## src/rtl/motor_pwm_sequencer.sv

```systemverilog
// Four-channel motor PWM sequencer between the Nios PIO exports and the ESC pins.
// A free-running period counter loads a shadow period and per-channel duty
// targets at each end of period. Channels are held at idle duty while arming,
// slew-limited while running, and forced low when disarmed or faulted. A software
// watchdog counted in periods moves RUN to FAULT. FAULT is left only through stop.
module motor_pwm_sequencer #(
  parameter int CNT_W        = 32,
  parameter int MIN_PERIOD   = 1000,
  parameter int IDLE_DUTY    = 500,
  parameter int ARM_PERIODS  = 100,
  parameter int SLEW_STEP    = 50,
  parameter int WDOG_PERIODS = 50
) (
  input  logic             clk_clk,
  input  logic             reset_reset_n,
  input  logic [CNT_W-1:0] period_in,
  input  logic [CNT_W-1:0] duty_1_in,
  input  logic [CNT_W-1:0] duty_2_in,
  input  logic [CNT_W-1:0] duty_3_in,
  input  logic [CNT_W-1:0] duty_4_in,
  input  logic [CNT_W-1:0] stop_in,
  input  logic             wdog_kick,
  output logic [3:0]       pwm_out,
  output logic             period_start,
  output logic [1:0]       state_out,
  output logic             fault_out
);

  typedef enum logic [1:0] {
    ST_DISARMED = 2'd0,
    ST_ARMING   = 2'd1,
    ST_RUN      = 2'd2,
    ST_FAULT    = 2'd3
  } state_t;

  localparam logic [CNT_W-1:0] ONE       = CNT_W'(1);
  localparam logic [CNT_W-1:0] MIN_P     = CNT_W'(MIN_PERIOD);
  localparam logic [CNT_W-1:0] IDLE_D    = CNT_W'(IDLE_DUTY);
  localparam logic [CNT_W-1:0] STEP      = CNT_W'(SLEW_STEP);
  localparam logic [CNT_W-1:0] ARM_LAST  = CNT_W'(ARM_PERIODS - 1);
  localparam logic [CNT_W-1:0] WDOG_LAST = CNT_W'(WDOG_PERIODS - 1);

  state_t           state, state_nxt;
  logic [CNT_W-1:0] cnt;
  logic [CNT_W-1:0] period_sh;
  logic [CNT_W-1:0] period_nxt;
  logic [CNT_W-1:0] arm_cnt, arm_nxt;
  logic [CNT_W-1:0] wd_cnt, wd_nxt;
  logic [CNT_W-1:0] duty_in  [4];
  logic [CNT_W-1:0] duty_tgt [4];
  logic [CNT_W-1:0] duty_act [4];
  logic [CNT_W-1:0] idle_duty;
  logic             eop;
  logic             period_ok;
  logic             live;
  logic             unused_stop_bits;

  assign duty_in[0] = duty_1_in;
  assign duty_in[1] = duty_2_in;
  assign duty_in[2] = duty_3_in;
  assign duty_in[3] = duty_4_in;

  // Only bit 0 of the stop export carries meaning.
  assign unused_stop_bits = ^stop_in[CNT_W-1:1];

  assign eop        = (cnt == period_sh - ONE);
  assign period_ok  = (period_in >= MIN_P);
  // An illegal request leaves the shadow period (and the duty clamp) untouched.
  assign period_nxt = period_ok ? period_in : period_sh;
  assign live       = (state == ST_ARMING) || (state == ST_RUN);
  assign idle_duty  = (IDLE_D < period_sh) ? IDLE_D : period_sh;

  assign state_out = state;
  assign fault_out = (state == ST_FAULT);

  // Move act toward tgt by at most STEP; compare first so nothing wraps.
  function automatic logic [CNT_W-1:0] slew(input logic [CNT_W-1:0] act,
                                            input logic [CNT_W-1:0] tgt);
    if (tgt > act) slew = ((tgt - act) > STEP) ? act + STEP : tgt;
    else           slew = ((act - tgt) > STEP) ? act - STEP : tgt;
  endfunction

  // Per-channel target: requested duty clamped to the period about to be used.
  always_comb begin
    for (int i = 0; i < 4; i++) begin
      duty_tgt[i] = (duty_in[i] < period_nxt) ? duty_in[i] : period_nxt;
    end
  end

  // Next state and arm/watchdog counters; stop and illegal period override last.
  always_comb begin
    state_nxt = state;
    arm_nxt   = arm_cnt;
    wd_nxt    = wd_cnt;
    case (state)
      ST_DISARMED: begin
        if (period_ok) begin
          state_nxt = ST_ARMING;
          arm_nxt   = '0;
        end
      end
      ST_ARMING: begin
        if (eop) begin
          arm_nxt = arm_cnt + ONE;
          if (arm_cnt == ARM_LAST) begin
            state_nxt = ST_RUN;
            wd_nxt    = '0;
          end
        end
      end
      ST_RUN: begin
        if (wdog_kick) begin
          wd_nxt = '0;
        end else if (eop) begin
          wd_nxt = wd_cnt + ONE;
          if (wd_cnt == WDOG_LAST) state_nxt = ST_FAULT;
        end
      end
      default: ;
    endcase
    if (live && !period_ok) state_nxt = ST_FAULT;
    if (stop_in[0])         state_nxt = ST_DISARMED;
  end

  // State register with arm and watchdog counters.
  always_ff @(posedge clk_clk) begin
    if (!reset_reset_n) begin
      state   <= ST_DISARMED;
      arm_cnt <= '0;
      wd_cnt  <= '0;
    end else begin
      state   <= state_nxt;
      arm_cnt <= arm_nxt;
      wd_cnt  <= wd_nxt;
    end
  end

  // Period counter, shadow period and registered start-of-period pulse.
  always_ff @(posedge clk_clk) begin
    if (!reset_reset_n) begin
      cnt          <= '0;
      period_sh    <= MIN_P;
      period_start <= 1'b0;
    end else begin
      period_start <= eop;
      if (eop) begin
        cnt       <= '0;
        period_sh <= period_nxt;
      end else begin
        cnt <= cnt + ONE;
      end
    end
  end

  // Active duties change only at end of period, so a running pulse is never cut.
  always_ff @(posedge clk_clk) begin
    if (!reset_reset_n) begin
      for (int i = 0; i < 4; i++) duty_act[i] <= '0;
    end else if (eop) begin
      for (int i = 0; i < 4; i++) begin
        case (state)
          ST_RUN:    duty_act[i] <= slew(duty_act[i], duty_tgt[i]);
          ST_ARMING: duty_act[i] <= idle_duty;
          default:   duty_act[i] <= '0;
        endcase
      end
    end
  end

  // Registered PWM pins, gated low outside ARMING and RUN.
  always_ff @(posedge clk_clk) begin
    if (!reset_reset_n) begin
      pwm_out <= '0;
    end else begin
      for (int i = 0; i < 4; i++) pwm_out[i] <= live && (cnt < duty_act[i]);
    end
  end

endmodule

```

## config.mk

```make
export PLATFORM = sky130hd
export DESIGN_NAME = motor_pwm_sequencer
export DESIGN_NICKNAME = d
export VERILOG_FILES = /design/src/rtl/motor_pwm_sequencer.sv
export SDC_FILE = /design/constraint.sdc
export NUM_CORES = 2
export LEC_CHECK = 0
export BUFFER_PORTS_ARGS = -buffer_cell sky130_fd_sc_hd__buf_2
export CORE_MARGIN = 2
export CORE_UTILIZATION = 55
export DETAILED_ROUTE_END_ITERATION = 8
export GPL_ROUTABILITY_DRIVEN = 0
export PLACE_DENSITY_LB_ADDON = 0.3
export SLEW_MARGIN = 20
export SYNTH_ARGS = -nofsm -noshare
export SYNTH_HDL_FRONTEND = slang
export SYNTH_SLANG_ARGS = --single-unit
export TNS_END_PERCENT = 20
```

## constraint.sdc

```tcl
create_clock -name clk_clk -period 13 [get_ports clk_clk]
set_input_delay 2.6 -clock clk_clk [delete_from_list [all_inputs] [get_ports clk_clk]]
set_output_delay 2.6 -clock clk_clk [all_outputs]
set_load 0.01 [all_outputs]
```

==> impl_metrics.py <==
metrics = {
    "worst_setup_path": {
        "cpMaxStageDelayCell": "nor4_1",
        "required_ns": 13.28,
        "r2r_slack_ns": 3.21,
        "critical_path_buf_inv_count": 5,
        "crit_family": "simple AND/OR/NAND/NOR gates",
        "arrival_ns": 12.97,
        "cp_max_fo": 29,
        "startpoint_type": "input pin",
        "critPathKind": "in2reg",
        "r2r_cells": 30,
        "end_kind": "register",
        "timing.rr.end": "duty_act[1][1]$_SDFFCE_PP0P_",
        "critical-path-max-stage-delay_ns": 0.81,
        "reg2reg_from": "period_sh[9]$_SDFFE_PN1P_",
    },
    "timing": {
        "rsz0062_at_grt": "false",
        "tightest_slew_ns": 1.22,
        "finClkSkew_ns": 0.0346,
        "fmax_mhz": 78.9,
        "fin_crit_sh_pct": 97.5,
        "hold_viol_final": 0,
        "fin_crit_ns": 12.68,
        "slew_viol_final": 0,
        "setup_viol": 0,
        "max-slew-margin-rel_pct": 16.4,
        "finalSetupTns_ns": 0,
    },
    "drt": {
        "first_iter_violations": 8287,
        "drc_errors": 0,
        "num_vias": 47900,
        "detail-route-antenna-nets": 0,
        "drt-total-wl_um": 169000,
        "vias_per_cell": 7.02,
        "wl_per_cell_um": 24.8,
        "drtPass1Iterations": 9,
    },
    "run": {
        "maxCapViolCount": 0,
    },
    "power_and_ir_drop": {
        "p_switching_mw": 1.83,
        "p_int_mw": 2.13,
        "combPwrFrac_pct": 52.4,
        "power_frac_seq_pct": 23.2,
        "ir_worst_vdd_v": 0.0000884,
        "power_frac_clock_pct": 24.4,
        "switching_share_pct": 46.2,
        "total_leakage_power_nw": 19.4,
        "p_per_area_mw_per_mm2": 88.3,
    },
    "min_path": {
        "worstHoldPathCells": 2,
        "min_path_type": "reg2reg",
        "hold-path-endpoint": "wd_cnt[15]$_SDFFE_PN0P_",
        "min_from": "wd_cnt[15]$_SDFFE_PN0P_",
    },
    "floorplan": {
        "io_pins": 203,
        "design.core.area_sq_mm": 0.0747,
        "die_x_um": 279,
        "die_y_um": 279,
        "initial_core_util_pct": 55.8,
        "fp.dieArea_sq_mm": 0.0780,
        "rows": 100,
    },
    "place": {
        "hpwl_um": 130000,
        "port_buffers": 171,
        "place_area_sq_mm": 0.0437,
    },
    "logic_synthesis": {
        "syn_nets": 6442,
        "synth_edf_count": 128,
        "ys_ff_latch": 263,
        "ys_types": 99,
        "yosysSeqAreaShare_pct": 15.7,
        "syn_avg_cell_area_sq_um": 7.23,
        "yosysWarnings": 0,
        "synthArstFlopShare_pct": 0,
        "synthFlopType": "dfxtp_1",
        "syn_inst": 5763,
        "syn_area_sq_mm": 0.0417,
    },
    "global_routing": {
        "antenna_found_initial": 13,
        "grt_overflow": 0,
        "grt_usage_pct": 41.5,
        "grt_max_degree": 60,
        "grt_first_pass_wirelength_um": 253000,
        "grt_pass1_vias": 42300,
    },
    "final_layout": {
        "syn2layout_area_growth_pct": 7.64,
        "fin_nets": 6491,
        "layout_common_cells": "nor2_1 (532), ha_1 (479), nand2_1 (473)",
        "mostFrequentLayoutCell": "nor2_1",
        "final_cell_area_sq_mm": 0.0449,
        "drive_gt1_share_pct": 7.95,
    },
    "clock_tree": {
        "cts_tree": "built",
        "cts.htree.levels": 2,
        "clock_sinks": 263,
        "insertion_delay_ns": 0.59,
        "clk_path_buf_depth": 3,
        "path_clk_slew_ns": 0.06,
        "cts_made_buffers": 34,
        "root_buffer": "clkbuf_16",
    },
    "run_status": {
        "status": "finished, final reports clean",
    },
}
[kinds of logic (layout without fill, tap and decap cells)]
| kind of cell | Yosys count | in the layout | synth area share, % |
|---|---|---|---|
| AND/OR/NAND/NOR | 2095 | 2095 | 24.9 |
| XOR/XNOR | 293 | 293 | 6.16 |
| other | 0 | 16 | 0 |
| AO/OA/AOI/OAI | 1860 | 1860 | 29.8 |
| buffers and inverters | 649 | 724 | 5.91 |
| multiplexers | 109 | 109 | 2.67 |
| adder cells (fa/ha/maj) | 494 | 494 | 14.9 |
| flip-flops | 263 | 263 | 15.7 |
[per-layer routing]
metal  vias to the layer above  part of all wire [%]  global-route usage, %
met4                        13                   9.0                   29.6
met2                      3656                    39                   57.9
li1                      21600                     -                      -
met3                       762                    15                   14.8
met1                     21900                    37                   52.6
met5                         -                  0.18                   2.13
[flip-flops by register name (all words and copies together), names as in the netlist]
name / flops
duty_act: 128
arm_cnt: 32
cnt: 32
period_sh: 32
wd_cnt: 32
pwm_out: 4
state_out: 2
period_start: 1
[through the flow]
stage	power [mW]	setup WS (ns)	util [%]	instances	hold WS (ns)
floorplan	2.35	1.23	-	5763	0.464
global placement	2.87	0.358	58.5	6745	0.481
detailed placement	2.90	0.293	58.5	6745	0.489
CTS	3.85	0.852	60.0	6807	0.498
global route	4.13	0.131	60.0	6812	0.529
finish	3.96	0.319	60.1	6823	0.502
[layout make-up]
type                            instances  area [sq um]
Antenna cell                           16          40.0
Clock inverter                         20           191
Timing Repair Buffer                  288          1760
Inverter                              374          1410
Multi-Input combinational cell       4851         32800
Tap cell                              969          1210
Sequential cell                       263          6550
Fill cell                            6879         29800
Clock buffer                           42           891
[power groups by stage]
| stage | Clock (mW) | Sequential (mW) | Combinational (mW) |
|---|---|---|---|
| finish | 0.965 | 0.918 | 2.08 |
| global route | 0.985 | 0.920 | 2.23 |
| CTS | 0.961 | 0.916 | 1.98 |
| detailed placement | 0 | 0.934 | 1.97 |
| global placement | 0 | 0.933 | 1.94 |
| floorplan | 0 | 0.922 | 1.43 |
[Yosys cell counts, drive strengths merged, types with 88 or more instances]
| library cell | count | area [sq um] |
|---|---|---|
| a21o | 256 | 1920 |
| a21oi | 490 | 2460 |
| a31oi | 103 | 644 |
| and3 | 97 | 607 |
| clkbuf | 246 | 923 |
| dfxtp | 135 | 2700 |
| edfxtp | 128 | 3840 |
| ha | 479 | 5990 |
| inv | 373 | 1400 |
| mux2i | 90 | 901 |
| nand2 | 475 | 1780 |
| nand3 | 209 | 1050 |
| nand4 | 133 | 838 |
| nor2 | 535 | 2020 |
| nor3 | 174 | 882 |
| nor4 | 88 | 584 |
| o21ai | 306 | 1530 |
| xnor2 | 201 | 1760 |
| xor2 | 92 | 806 |
[tightest hold or removal path: stages, from the launching register on]
cell	delay (ns)
dfxtp_1	0.32
o21ai_0	0.07
a21oi_1	0.06
[worst max-delay path by stage]
stage | startpoint | end | slack [ns] | cells past startpoint
global placement | period_in[10] | duty_act[1][1]$_SDFFCE_PP0P_ | 0.36 | 35
floorplan | period_in[23] | duty_act[1][0]$_SDFFCE_PP0P_ | 1.23 | 38
finish | period_in[23] | duty_act[1][1]$_SDFFCE_PP0P_ | 0.32 | 35
CTS | period_in[23] | duty_act[3][3]$_SDFFCE_PP0P_ | 0.85 | 36
detailed placement | period_in[10] | duty_act[3][3]$_SDFFCE_PP0P_ | 0.29 | 36
global route | period_in[23] | duty_act[1][2]$_SDFFCE_PP0P_ | 0.13 | 35
[repair_timing]
item / CTS / global route
hold buffers: 0 / 0
endpoints found under the setup margin: 0 / 2
hold endpoints to repair: 0 / 0
resized for setup: 0 / 1
buffers inserted: 0 / 0
Note: power is estimated with default switching activity, not from simulation.
